==> src/rtl/logic_unit_pkg.sv <==
// Shared opcode and FSM state types for the slice-serial logic unit.
package logic_unit_pkg;

    typedef enum logic [2:0] {
        OP_AND    = 3'd0,
        OP_OR     = 3'd1,
        OP_XOR    = 3'd2,
        OP_NOR    = 3'd3,
        OP_NAND   = 3'd4,
        OP_XNOR   = 3'd5,
        OP_ANDN   = 3'd6,
        OP_PASS_A = 3'd7
    } logic_op_e;

    typedef enum logic [1:0] {
        ST_IDLE = 2'd0,
        ST_BUSY = 2'd1,
        ST_DONE = 2'd2
    } state_e;

endpackage

==> src/rtl/logic_unit_serial_slice.sv <==
// Combinational bitwise function over one SLICE-bit chunk of the operands.
module logic_slice
    import logic_unit_pkg::*;
#(
    parameter int SLICE = 8
) (
    input  logic_op_e        op_i,
    input  logic [SLICE-1:0] a_i,
    input  logic [SLICE-1:0] b_i,
    output logic [SLICE-1:0] y_o
);

    always_comb begin
        y_o = '0;
        case (op_i)
            OP_AND:    y_o = a_i & b_i;
            OP_OR:     y_o = a_i | b_i;
            OP_XOR:    y_o = a_i ^ b_i;
            OP_NOR:    y_o = ~(a_i | b_i);
            OP_NAND:   y_o = ~(a_i & b_i);
            OP_XNOR:   y_o = ~(a_i ^ b_i);
            OP_ANDN:   y_o = a_i & ~b_i;
            OP_PASS_A: y_o = a_i;
            default:   y_o = '0;
        endcase
    end

endmodule

==> src/rtl/logic_unit_serial.sv <==
// Slice-serial bitwise logic unit: one SLICE per BUSY cycle, LSB first.
// Optional zero flag output enabled by LOGIC_UNIT_ZERO_FLAG_EN.
module logic_unit_serial
    import logic_unit_pkg::*;
#(
    parameter int WIDTH = 32,
    parameter int SLICE = 8
) (
    input  logic             clk,
    input  logic             rst_n,
    // valid/ready: a transfer happens on a rising edge where valid and ready are both 1;
    // ready/valid outputs depend only on registered state.
    input  logic             in_valid,
    output logic             in_ready,
    input  logic [2:0]       op,
    input  logic [WIDTH-1:0] a,
    input  logic [WIDTH-1:0] b,
    output logic             out_valid,
    input  logic             out_ready,
    output logic [WIDTH-1:0] result,
`ifdef LOGIC_UNIT_ZERO_FLAG_EN
    output logic             zero,
`endif
    output state_e           dbg_state
);

    localparam int NSLICE = WIDTH / SLICE;
    localparam int CNT_W  = (NSLICE > 1) ? $clog2(NSLICE) : 1;
    localparam logic [CNT_W-1:0] LAST_CNT = CNT_W'(NSLICE - 1);
    localparam logic [WIDTH-1:0] SLICE_MASK = WIDTH'({SLICE{1'b1}});

    state_e           state_q, state_d;
    logic [CNT_W-1:0] cnt_q, cnt_d;
    logic [WIDTH-1:0] a_q, a_d, b_q, b_d, res_q, res_d;
    logic_op_e        op_q, op_d;
    logic [SLICE-1:0] a_sl, b_sl, y_sl;
    int               base;

    // Shift-based slice access keeps the selects lint-clean for any NSLICE.
    always_comb begin
        base = int'(cnt_q) * SLICE;
        a_sl = SLICE'(a_q >> base);
        b_sl = SLICE'(b_q >> base);
    end

    logic_slice #(.SLICE(SLICE)) u_slice (
        .op_i (op_q),
        .a_i  (a_sl),
        .b_i  (b_sl),
        .y_o  (y_sl)
    );

    always_comb begin
        state_d = state_q;
        cnt_d   = cnt_q;
        a_d     = a_q;
        b_d     = b_q;
        op_d    = op_q;
        res_d   = res_q;
        case (state_q)
            ST_IDLE: begin
                if (in_valid) begin
                    state_d = ST_BUSY;
                    a_d     = a;
                    b_d     = b;
                    op_d    = logic_op_e'(op);
                    cnt_d   = '0;
                    res_d   = '0;
                end
            end
            ST_BUSY: begin
                res_d = (res_q & ~(SLICE_MASK << base)) | (WIDTH'(y_sl) << base);
                if (cnt_q == LAST_CNT) begin
                    cnt_d   = '0;
                    state_d = ST_DONE;
                end else begin
                    cnt_d = cnt_q + CNT_W'(1);
                end
            end
            ST_DONE: begin
                if (out_ready) state_d = ST_IDLE;
            end
            default: state_d = ST_IDLE;
        endcase
    end

    always_ff @(posedge clk) begin
        if (!rst_n) begin
            state_q <= ST_IDLE;
            cnt_q   <= '0;
            a_q     <= '0;
            b_q     <= '0;
            op_q    <= OP_AND;
            res_q   <= '0;
        end else begin
            state_q <= state_d;
            cnt_q   <= cnt_d;
            a_q     <= a_d;
            b_q     <= b_d;
            op_q    <= op_d;
            res_q   <= res_d;
        end
    end

`ifdef LOGIC_UNIT_ZERO_FLAG_EN
    logic zero_q, zero_d;

    always_comb begin
        zero_d = zero_q;
        if (state_q == ST_IDLE && in_valid) zero_d = 1'b1;
        else if (state_q == ST_BUSY)        zero_d = zero_q & (y_sl == '0);
    end

    always_ff @(posedge clk) begin
        if (!rst_n) zero_q <= 1'b1;
        else        zero_q <= zero_d;
    end

    assign zero = zero_q;
`endif

    assign in_ready  = (state_q == ST_IDLE);
    assign out_valid = (state_q == ST_DONE);
    assign result    = res_q;
    assign dbg_state = state_q;

endmodule

==> config.mk <==
export PLATFORM = sky130hd
export DESIGN_NAME = logic_unit_serial
export DESIGN_NICKNAME = d
export VERILOG_FILES = /design/src/rtl/logic_unit_pkg.sv /design/src/rtl/logic_unit_serial_slice.sv /design/src/rtl/logic_unit_serial.sv
export SDC_FILE = /design/constraint.sdc
export NUM_CORES = 1
export LEC_CHECK = 0
export ABC_AREA = 1
export BUFFER_PORTS_ARGS = -buffer_cell sky130_fd_sc_hd__buf_2
export CORE_MARGIN = 3
export CORE_UTILIZATION = 50
export CTS_CLUSTER_DIAMETER = 120
export DETAILED_ROUTE_END_ITERATION = 10
export GPL_ROUTABILITY_DRIVEN = 0
export PLACE_DENSITY = 0.76
export SETUP_SLACK_MARGIN = 0.02
export SYNTH_ARGS = -nofsm -noshare
export SYNTH_HDL_FRONTEND = slang
export SYNTH_SLANG_ARGS = --single-unit
==> constraint.sdc <==
create_clock -name clk -period 2.3 [get_ports clk]
set_input_delay 0 -clock clk [delete_from_list [all_inputs] [get_ports clk]]
set_output_delay 0 -clock clk [all_outputs]
set_load 0.03 [all_outputs]
==> results of run 1 <==
## layout by cell type (no fill, tap or decap), types with 26 or more instances in the layout
| cell | instances |
|---|---|
| a21oi_1 | 45 |
| buf_2 | 106 |
| buf_4 | 36 |
| dfxtp_1 | 101 |
| dlygate4sd3_1 | 68 |
| ha_1 | 26 |
| inv_1 | 40 |
| nand2_1 | 179 |
| nand3_1 | 35 |
| nand4_1 | 63 |
| nor2_1 | 157 |
| o21ai_0 | 69 |
## sequential cells by signal (all words and copies together), names as in the netlist
| name | cells |
|---|---|
| op_q | 3 |
| cnt_q | 2 |
| dbg_state | 2 |
| result | 32 |
| b_q | 32 |
| a_q | 32 |
## worst min path at each step
stage | startpoint | to | slack [ns]
after global placement | a[11] | a_q[11] | 0.25
after detailed placement | b[26] | b_q[26] | 0.26
after floorplan | a[0] | a_q[0] | 0.17
after global routing | rst_n | dbg_state[0] | 0.16
final | rst_n | b_q[10] | 0.14
after CTS | rst_n | b_q[10] | 0.11
## metal layers
metal | GRT usage | up-vias
li1 | - | 3009
met1 | 0.354 | 2758
met2 | 0.474 | 253
met3 | 0.0472 | 36
met4 | 0.0818 | 0
met5 | 0 | -
## critical path, stage by stage (launching register included)
cell and delay (ns):
dfxtp_4 0.38, inv_6 0.08, clkbuf_16 0.15, nand2_1 0.07, a32oi_2 0.27, inv_2 0.07, ha_1 0.29, inv_2 0.04
nand4_1 0.07, nand2_1 0.06, nor2_1 0.14, nand3_2 0.12, buf_4 0.16, nand4_1 0.08, a21oi_1 0.08
## stage by stage
stage                      util  TNS, ns  instance area, sq um
after global placement    0.594        0                  6180
after detailed placement  0.594        0                  6180
after floorplan               -        0                  5430
after CTS                 0.677        0                  7050
after global routing      0.694  -0.0229                  7230
final                     0.695        0                  7240
## report_power, final
| group | total [uW] | switching, uW | internal (uW) |
|---|---|---|---|
| combinational | 1250 | 741 | 505 |
| sequential | 1980 | 78.4 | 1900 |
| clock | 1120 | 676 | 447 |
| total | 4350 | 1490 | 2850 |
## cell type report
cell class | count | area, sq um | area share
Timing Repair Buffer | 217 | 1600 | 0.221
Multi-Input combinational cell | 602 | 3020 | 0.417
Clock inverter | 5 | 46.3 | 0.00640
Antenna cell | 1 | 2.50 | 0.000346
Clock buffer | 11 | 141 | 0.0195
Inverter | 49 | 191 | 0.0265
Tap cell | 136 | 170 | 0.0235
Sequential cell | 103 | 2070 | 0.286
## cells by family (layout without fill, tap and decap cells)
| family | count (synthesis) | count (layout) | share of synthesized area |
|---|---|---|---|
| adder cells (fa/ha/maj) | 28 | 28 | 0.0646 |
| AO/OA/AOI/OAI | 124 | 124 | 0.121 |
| AND/OR/NAND/NOR | 450 | 450 | 0.355 |
| other | 0 | 1 | 0 |
| flip-flops | 103 | 103 | 0.380 |
| buffers and inverters | 103 | 282 | 0.0793 |
## repair_timing
action                                  in CTS  in global routing
endpoints found under the setup margin       0                 30
resized for setup                            0                 29
endpoints found under the hold margin       68                  0
hold buffers                                68                  0
setup buffers                                0                  2
==> flow_summary_export.csv, run 1 <==
group,metric,value,unit
worst_setup_path,cp.arrival,2.43,ns
clocking,insertion_delay,0.37,ns
min_path,worst_hold_path_type,"primary input to flip-flop",
power_and_ir_drop,power,4350,uW
synth,synth-seq-area-share,0.380,
clocking,cts-htree-levels,3,
sta,finalCriticalPeriod,2.18,ns
grt,grt_max_degree,48,
sta,hold_viol,0,
sta,drv_slew,0,
route,wl_met2,8.42,mm
grt,grt_first_pass_wirelength,26.2,mm
synth,synth_commonest_cells,"nand2_1, nor2_1, dfxtp_1, o21ai_0, nand4_1",
route,drt-met1-wl,6.92,mm
synth,synth_top_area_share,0.380,
run_status,status,"complete, no violations",
floorplanning,dieArea,0.0121,sq mm
floorplanning,io-pin-count,107,
route,dr.max_layer_used,"met4",
route,num_vias,6056,
synth,syn-mean-instance-area,6.71,sq um
sta,timing.final.ws_setup,0.118,ns
synth,ys_top_cells_by_area,"dfxtp_1, nand2_1, nor2_1",
clocking,root_buffer,"clkbuf_8",
power_and_ir_drop,powerDensity,601,mW/mm^2
worst_setup_path,r2r_slack,0.12,ns
worst_setup_path,endpoint,"result[29]",
route,ant_nets,0,
worst_setup_path,crit_path_start_kind,"flip-flop",
sta,worstMarginPinSlew,0.591,ns
worst_setup_path,required,2.55,ns
placed_design,port_buffers,106,
placed_design,place_hpwl,10.9,mm
synth,async_flop_share,0,
route,routed_wl,16.9,mm
flow_run,maxCapViolCount,0,
synth,synth_top_cell_by_area,"dfxtp_1",
synth,synth_edf_count,0,
finish,drive_gt1_frac,0.197,
synth,ys_types,22,
floorplanning,rows,37,
route,dr.pass1.iters,6,
clocking,clk_path_buf_depth,2,
floorplanning,start_util,0.521,
route,drtIter0Drc,537,
synth,synth_seq_cells,103,
placed_design,pre_cts_slack,0.0700,ns
sta,finalCritPeriodShare,0.949,
route,vias_per_cell,5.39,
finish,num-fill-cells,868,
grt,grt_pass1_vias,5469,
grt,overflow,0,
clocking,cts_tree,"done",
sta,setup_viol,0,
synth,yosys_warnings,0,
sta,relSlewSlack,0.606,
worst_setup_path,worst-path-max-fanout,11,
sta,fmax,458,MHz
sta,rsz0062_at_grt,"yes",
worst_setup_path,r2r_end,"result[29]",
worst_setup_path,crit_start,"cnt_q[0]",
finish,nets,1081,
grt,grt_util_all_layers,0.275,
synth,netlist_area,0.00543,sq mm
route,dr_wl_met3,1.18,mm
worst_setup_path,reg2reg_from,"cnt_q[0]",
finish,syn2layout_area_growth,33.4,%
floorplanning,coreArea,0.0104,sq mm
worst_setup_path,critical_path_class,"flip-flop to flip-flop",
power_and_ir_drop,max-vdd-ir-drop,0.000360,V
worst_setup_path,end_kind,"flip-flop",
clocking,clkSinkCount,103,
finish,layout.cells.non_filler,1124,
grt,antenna_found_initial,0,
clocking,cts_buffers,9,
sta,whs,0.137,ns
power_and_ir_drop,power_leakage,0.00336,uW
route,wl_per_cell,15.0,um
sta,fin_skew,0.0156,ns
clocking,clkTransAtPathRegs,0.11,ns
synth,mappedNetlistNets,907,
synth,ys.flop_type,"dfxtp_1",
floorplanning,die_w,110,um
worst_setup_path,worst_r2r_path_depth,14,
min_path,hold_path_depth,3,
route,drc_errors,0,
synth,synth_most_common_cell,"nand2_1",
synth,synth_cells,808,
placed_design,placed_cells,1035,
floorplanning,die_h,110,um
Note: power is estimated with default switching activity, not from simulation.
==> inputs of run 2 (changes only) <==
ABC_AREA = 0   (was 1)
CORE_UTILIZATION = 29   (was 50)
PLACE_DENSITY = unset   (was 0.76)
==> flow_summary_export.csv, run 2 <==
group,metric,value,unit
run_status,status,"finished with violations",
run_status,violations,"negative setup slack",
power_and_ir_drop,pwr-share-clk,0.347,
synth,ys_top_cells_by_area,"dfxtp_1, nand2_1, mux4_2",
sta,hold_viol,0,
route,drtIter0Drc,213,
synth,syn-mean-instance-area,8.79,sq um
sta,setup_tns,-1.16,ns
clocking,cts-htree-levels,3,
synth,netlist_area,0.00530,sq mm
clocking,clkTransAtPathRegs,0.07,ns
grt,grtUsageMet3,0.0261,
route,routed_wl,15.7,mm
min_path,hold_path_depth,4,
clocking,cts_tree,"done",
power_and_ir_drop,combPwrFrac,0.213,
sta,worstMarginPinSlew,0.855,ns
worst_setup_path,r2r_end,"result[24]",
power_and_ir_drop,powerDensity,581,mW/mm^2
grt,grt_pass1_vias,4948,
grt,grt_util_all_layers,0.161,
floorplanning,start_util,0.301,
clocking,clkSinkCount,103,
route,ant_nets,0,
finish,syn2layout_area_growth,42.3,%
finish,mostFrequentLayoutCell,"nand2_1",
synth,async_flop_share,0,
worst_setup_path,worst_r2r_path_depth,9,
synth,synth-seq-area-share,0.389,
sta,timing.final.ws_setup,-0.110,ns
worst_setup_path,crit_path_start_kind,"flip-flop",
sta,fin_skew,0.0101,ns
synth,synth_seq_cells,103,
grt,antenna_found_initial,0,
synth,yosys_warnings,0,
power_and_ir_drop,power_leakage,0.00329,uW
grt,grt-busiest-layer,"met2",
route,vias_per_cell,4.79,
min_path,worst_hold_path_type,"primary input to flip-flop",
route,num_vias,4949,
worst_setup_path,end_kind,"flip-flop",
clocking,root_buffer,"clkbuf_16",
finish,diodes,0,
power_and_ir_drop,p_sw_frac,0.296,
worst_setup_path,cp.arrival,2.67,ns
worst_setup_path,r2r_slack,-0.11,ns
min_path,worstHoldStart,"rst_n",
synth,synth_edf_count,0,
floorplanning,coreArea,0.0176,sq mm
grt,grt_first_pass_wirelength,25.5,mm
synth,synth_commonest_cells,"nand2_1, dfxtp_1, a21boi_0, a21boi_1, ha_1",
worst_setup_path,reg2reg_from,"cnt_q[0]",
sta,fmax,415,MHz
synth,synth_cells,603,
worst_setup_path,critical_path_class,"flip-flop to flip-flop",
sta,setup_viol,24,
route,drc_errors,0,
flow_run,maxCapViolCount,0,
worst_setup_path,required,2.56,ns
power_and_ir_drop,intPower,3080,uW
synth,ys.flop_type,"dfxtp_1",
sta,finalCritPeriodShare,1.05,
synth,mappedNetlistNets,702,
power_and_ir_drop,max-vdd-ir-drop,0.000387,V
floorplanning,io-pin-count,107,
finish,drive_gt1_frac,0.281,
grt,grt_max_degree,69,
synth,synth_most_common_cell,"nand2_1",
worst_setup_path,worst-path-max-fanout,5,
placed_design,place_hpwl,10.7,mm
min_path,hold_path_end,"result[8]",
power_and_ir_drop,power_switching,1300,uW
route,dr.pass1.iters,5,
floorplanning,die_h,141,um
route,wl_per_cell,15.2,um
grt,grt_util_met1,0.205,
sta,relSlewSlack,0.430,
finish,final_cell_mix,"nand2_1, buf_2, dfxtp_1",
finish,nets,903,
placed_design,pre_cts_slack,-0.145,ns
synth,synth_top_cell_by_area,"dfxtp_1",
clocking,insertion_delay,0.37,ns
synth,ys_types,40,
placed_design,port_buffers,106,
synth,synth_top_area_share,0.389,
grt,overflow,0,
clocking,cts_buffers,9,
floorplanning,rows,48,
clocking,clk_path_buf_depth,2,
sta,drv_slew,0,
sta,rsz0062_at_grt,"yes",
power_and_ir_drop,seq_power_share,0.439,
grt,grt.met2_usage,0.275,
floorplanning,die_w,141,um
sta,finalCriticalPeriod,2.41,ns
floorplanning,dieArea,0.0199,sq mm
[run 2: cell types whose count changed after synthesis, sizes merged, moves of 17 or more]
cell / previous run / this run
nor2: 161 / 19
a21boi: 1 / 68
nand4: 63 / 0
o21ai: 69 / 7
nand3: 42 / 1
nand2: 182 / 157
inv: 48 / 24
a21oi: 45 / 25
nor2b: 0 / 18
a32o: 0 / 17
[run 2: power by group through the flow]
| stage | clock, uW | combinational, uW | sequential (uW) |
|---|---|---|---|
| 2_1_floorplan | 0 | 482 | 1960 |
| 3_3_place_gp | 0 | 750 | 1970 |
| 3_5_place_dp | 0 | 758 | 1970 |
| 4_1_cts | 1540 | 882 | 1920 |
| 5_1_grt | 1620 | 1030 | 1930 |
| 6_report | 1520 | 933 | 1920 |
[run 2: cell type report]
cell class	count	area (sq um)
fill	1697	10100
multi-input combinational	436	3090
sequential	103	2070
timing repair buffer	230	1720
tap	225	282
clock buffer	9	225
inverter	24	92.6
clock inverter	7	67.6
[run 2: through the flow]
step	instance area (sq um)	hold slack, ns	utilization	cells	total power, uW
final	7540	0.193	0.428	1034	4380
after floorplan	5340	0.135	-	603	2440
after global placement	6310	0.246	0.359	941	2720
after global routing	7540	0.221	0.428	1034	4590
after CTS	7370	0.182	0.419	1030	4350
after detailed placement	6310	0.243	0.359	941	2730
[run 2: how the worst max path moves through the flow]
stage | cells after the start | endpoint | start | slack, ns
2_1_floorplan | 10 | result[30] | cnt_q[0] | -0.07
6_report | 9 | result[24] | cnt_q[0] | -0.11
5_1_grt | 9 | result[30] | cnt_q[0] | -0.20
4_1_cts | 9 | result[30] | cnt_q[0] | -0.07
3_3_place_gp | 9 | result[25] | cnt_q[0] | -0.15
3_5_place_dp | 9 | result[25] | cnt_q[0] | -0.15
[run 2: repair_timing]
item,4_1_cts,5_1_grt
setup endpoints to repair,32,32
gates resized for setup,8,38
endpoints found under the hold margin,68,0
setup buffers,5,4
hold buffers,68,0
pin swaps,4,32
[run 2: routing by layer]
layer | vias up | routed length [um]
li1 | 2494 | -
met1 | 2338 | 7230
met2 | 98 | 7590
met3 | 19 | 594
met4 | 0 | 274
met5 | - | 0
[run 2: kinds of logic after synthesis]
group           after synthesis  share of synthesized area
simple gates                226                      0.185
buf+inv                      64                     0.0543
fa+ha+maj                    28                     0.0661
compound gates              158                      0.223
flops                       103                      0.389
mux                          19                     0.0737
xor+xnor                      5                    0.00827
[run 2: worst max-delay path: stages (launching register included)]
cell and delay [ns]:
dfxtp_4 0.37, buf_8 0.13, buf_4 0.13, mux4_2 0.41, inv_2 0.07, ha_4 0.15, a211o_1 0.29, a32o_2 0.28
or2_1 0.23, a32o_1 0.25
==> inputs of run 3 (changes only) <==
CORE_UTILIZATION = 50   (was 29)
PLACE_DENSITY = 0.77   (was unset)
==> flow_summary_export.csv, run 3 (synthesized netlist as in run 2, its figures left out) <==
group,metric,value,unit
sta,finalCriticalPeriod,2.48,ns
sta,drv_slew,0,
grt,overflow,0,
finish,final_cell_mix,"nand2_1, buf_2, dfxtp_1",
grt,antenna_found_initial,0,
sta,worstMarginPinSlew,0.816,ns
clocking,cts_tree,"done",
placed_design,place_hpwl,10.2,mm
route,vias_per_cell,5.68,
worst_setup_path,required,2.56,ns
worst_setup_path,end_kind,"flip-flop",
sta,relSlewSlack,0.455,
run_status,status,"finished with violations",
min_path,worst_hold_path_type,"primary input to flip-flop",
worst_setup_path,crit_start,"cnt_q[0]",
route,dr.pass1.iters,5,
sta,setup_viol,27,
run_status,violations,"negative setup slack",
worst_setup_path,crit_path_start_kind,"flip-flop",
finish,final_area,0.00725,sq mm
placed_design,pre_cts_slack,-0.105,ns
clocking,insertion_delay,0.37,ns
sta,fin_skew,0.0138,ns
worst_setup_path,worst_r2r_path_depth,11,
worst_setup_path,worst-path-max-fanout,5,
route,drtIter0Drc,402,
route,ant_nets,0,
placed_design,port_buffers,106,
sta,finalCritPeriodShare,1.08,
floorplanning,coreArea,0.0100,sq mm
clocking,clkSinkCount,103,
route,num_vias,5285,
power_and_ir_drop,powerDensity,567,mW/mm^2
sta,rsz0062_at_grt,"yes",
clocking,clk_path_buf_depth,2,
worst_setup_path,cp_cell_sequence,"buf_12, buf_12, mux4_2, inv_2, ha_4, xor2_1, nand2_1, o211ai_1, o211ai_1, buf_4, a32o_1",
grt,grt_max_degree,69,
worst_setup_path,critPathMaxStageDelay,0.58,ns
floorplanning,start_util,0.527,
floorplanning,die_h,109,um
finish,post-route-util,0.722,
grt,grt_pass1_vias,5406,
worst_setup_path,reg2reg_from,"cnt_q[0]",
finish,drive_gt1_frac,0.272,
finish,nets,893,
worst_setup_path,cp_slowest_cell,"mux4_2",
clocking,clkTransAtPathRegs,0.10,ns
floorplanning,rows,36,
route,routed_wl,15.9,mm
sta,timing.final.ws_setup,-0.184,ns
finish,mostFrequentLayoutCell,"nand2_1",
sta,fmax,403,MHz
grt,grt_first_pass_wirelength,25.6,mm
clocking,cts_buffers,9,
power_and_ir_drop,power,4110,uW
sta,setup_tns,-1.90,ns
worst_setup_path,cp.arrival,2.74,ns
route,drc_errors,0,
floorplanning,io-pin-count,107,
floorplanning,die_w,109,um
floorplanning,dieArea,0.0119,sq mm
worst_setup_path,r2r_end,"result[20]",
power_and_ir_drop,power_leakage,0.00319,uW
clocking,cts-htree-levels,3,
flow_run,maxCapViolCount,0,
worst_setup_path,critical_path_class,"flip-flop to flip-flop",
worst_setup_path,r2r_slack,-0.18,ns
placed_design,place_area,0.00616,sq mm
clocking,root_buffer,"clkbuf_8",
finish,diodes,0,
sta,hold_viol,0,
route,wl_per_cell,17.1,um
power_and_ir_drop,max-vdd-ir-drop,0.000310,V
grt,grt_util_all_layers,0.275,
finish,syn2layout_area_growth,36.9,%
worst_setup_path,endpoint,"result[20]",
run 3: cell count changes in the layout (fill, tap and decap cells not counted), moves of 2 or more:
| cell | change |
|---|---|
| clkbuf_8 | +10 |
| clkinv_2 | +2 |
| clkbuf_16 | -9 |
| clkinv_4 | -3 |
| o21ai_1 | -4 |
| bufinv_16 | +2 |
| buf_6 | -5 |
| buf_4 | -6 |
| o21ai_0 | +5 |
| ha_2 | +3 |
| ha_1 | -3 |
| inv_6 | -2 |
run 3: where the power goes:
part	total [uW]	internal [uW]	switching [uW]
combinational	928	446	482
sequential	1930	1860	61.4
clock	1260	635	621
run 3: worst min-delay path by stage:
stage | to | slack (ns) | startpoint | depth (start not counted)
after global placement | a_q[27] | 0.25 | a[27] | 3
after floorplan | a_q[24] | 0.13 | a[24] | 2
after CTS | result[0] | 0.17 | rst_n | 4
after global routing | result[0] | 0.21 | rst_n | 4
after detailed placement | a_q[27] | 0.25 | a[27] | 3
final | result[0] | 0.21 | rst_n | 4
run 3: area by class of cell:
cell class	instances	area (sq um)
multi-input combinational	436	3080
inverter	24	92.6
sequential	103	2070
clock buffer	11	141
clock inverter	4	70.1
timing repair buffer	220	1630
fill	688	2790
tap	133	166
run 3: timing repair:
action                     4_1_cts  5_1_grt
hold buffers                    68        0
pin swaps                       22       15
setup endpoints to repair       29       32
setup buffers                    5        2
gates resized for setup         28       11
hold endpoints to repair        68        0
run 3: metrics by stage:
step | instances | hold slack, ns
floorplan | 603 | 0.135
global placement | 841 | 0.245
detailed placement | 841 | 0.247
CTS | 929 | 0.167
global route | 931 | 0.213
finish | 931 | 0.208
run 3: per-layer routing:
metal	global-route usage	wire length, um	up-vias
li1	-	-	2478
met4	0.122	454	0
met2	0.481	8050	216
met5	0	0	-
met1	0.326	6410	2547
met3	0.0527	982	44
run 3: critical path: cells and delay by family (launching register included):
kind                       cells  cell delay (ns)
buffers and inverters          4             0.51
muxes                          1             0.58
adders and majority gates      1             0.13
and+or+nand+nor                1             0.09
xor gates and xnor gates       1             0.19
DFF                            1             0.37
AOI/OAI and AO/OA              3             0.50
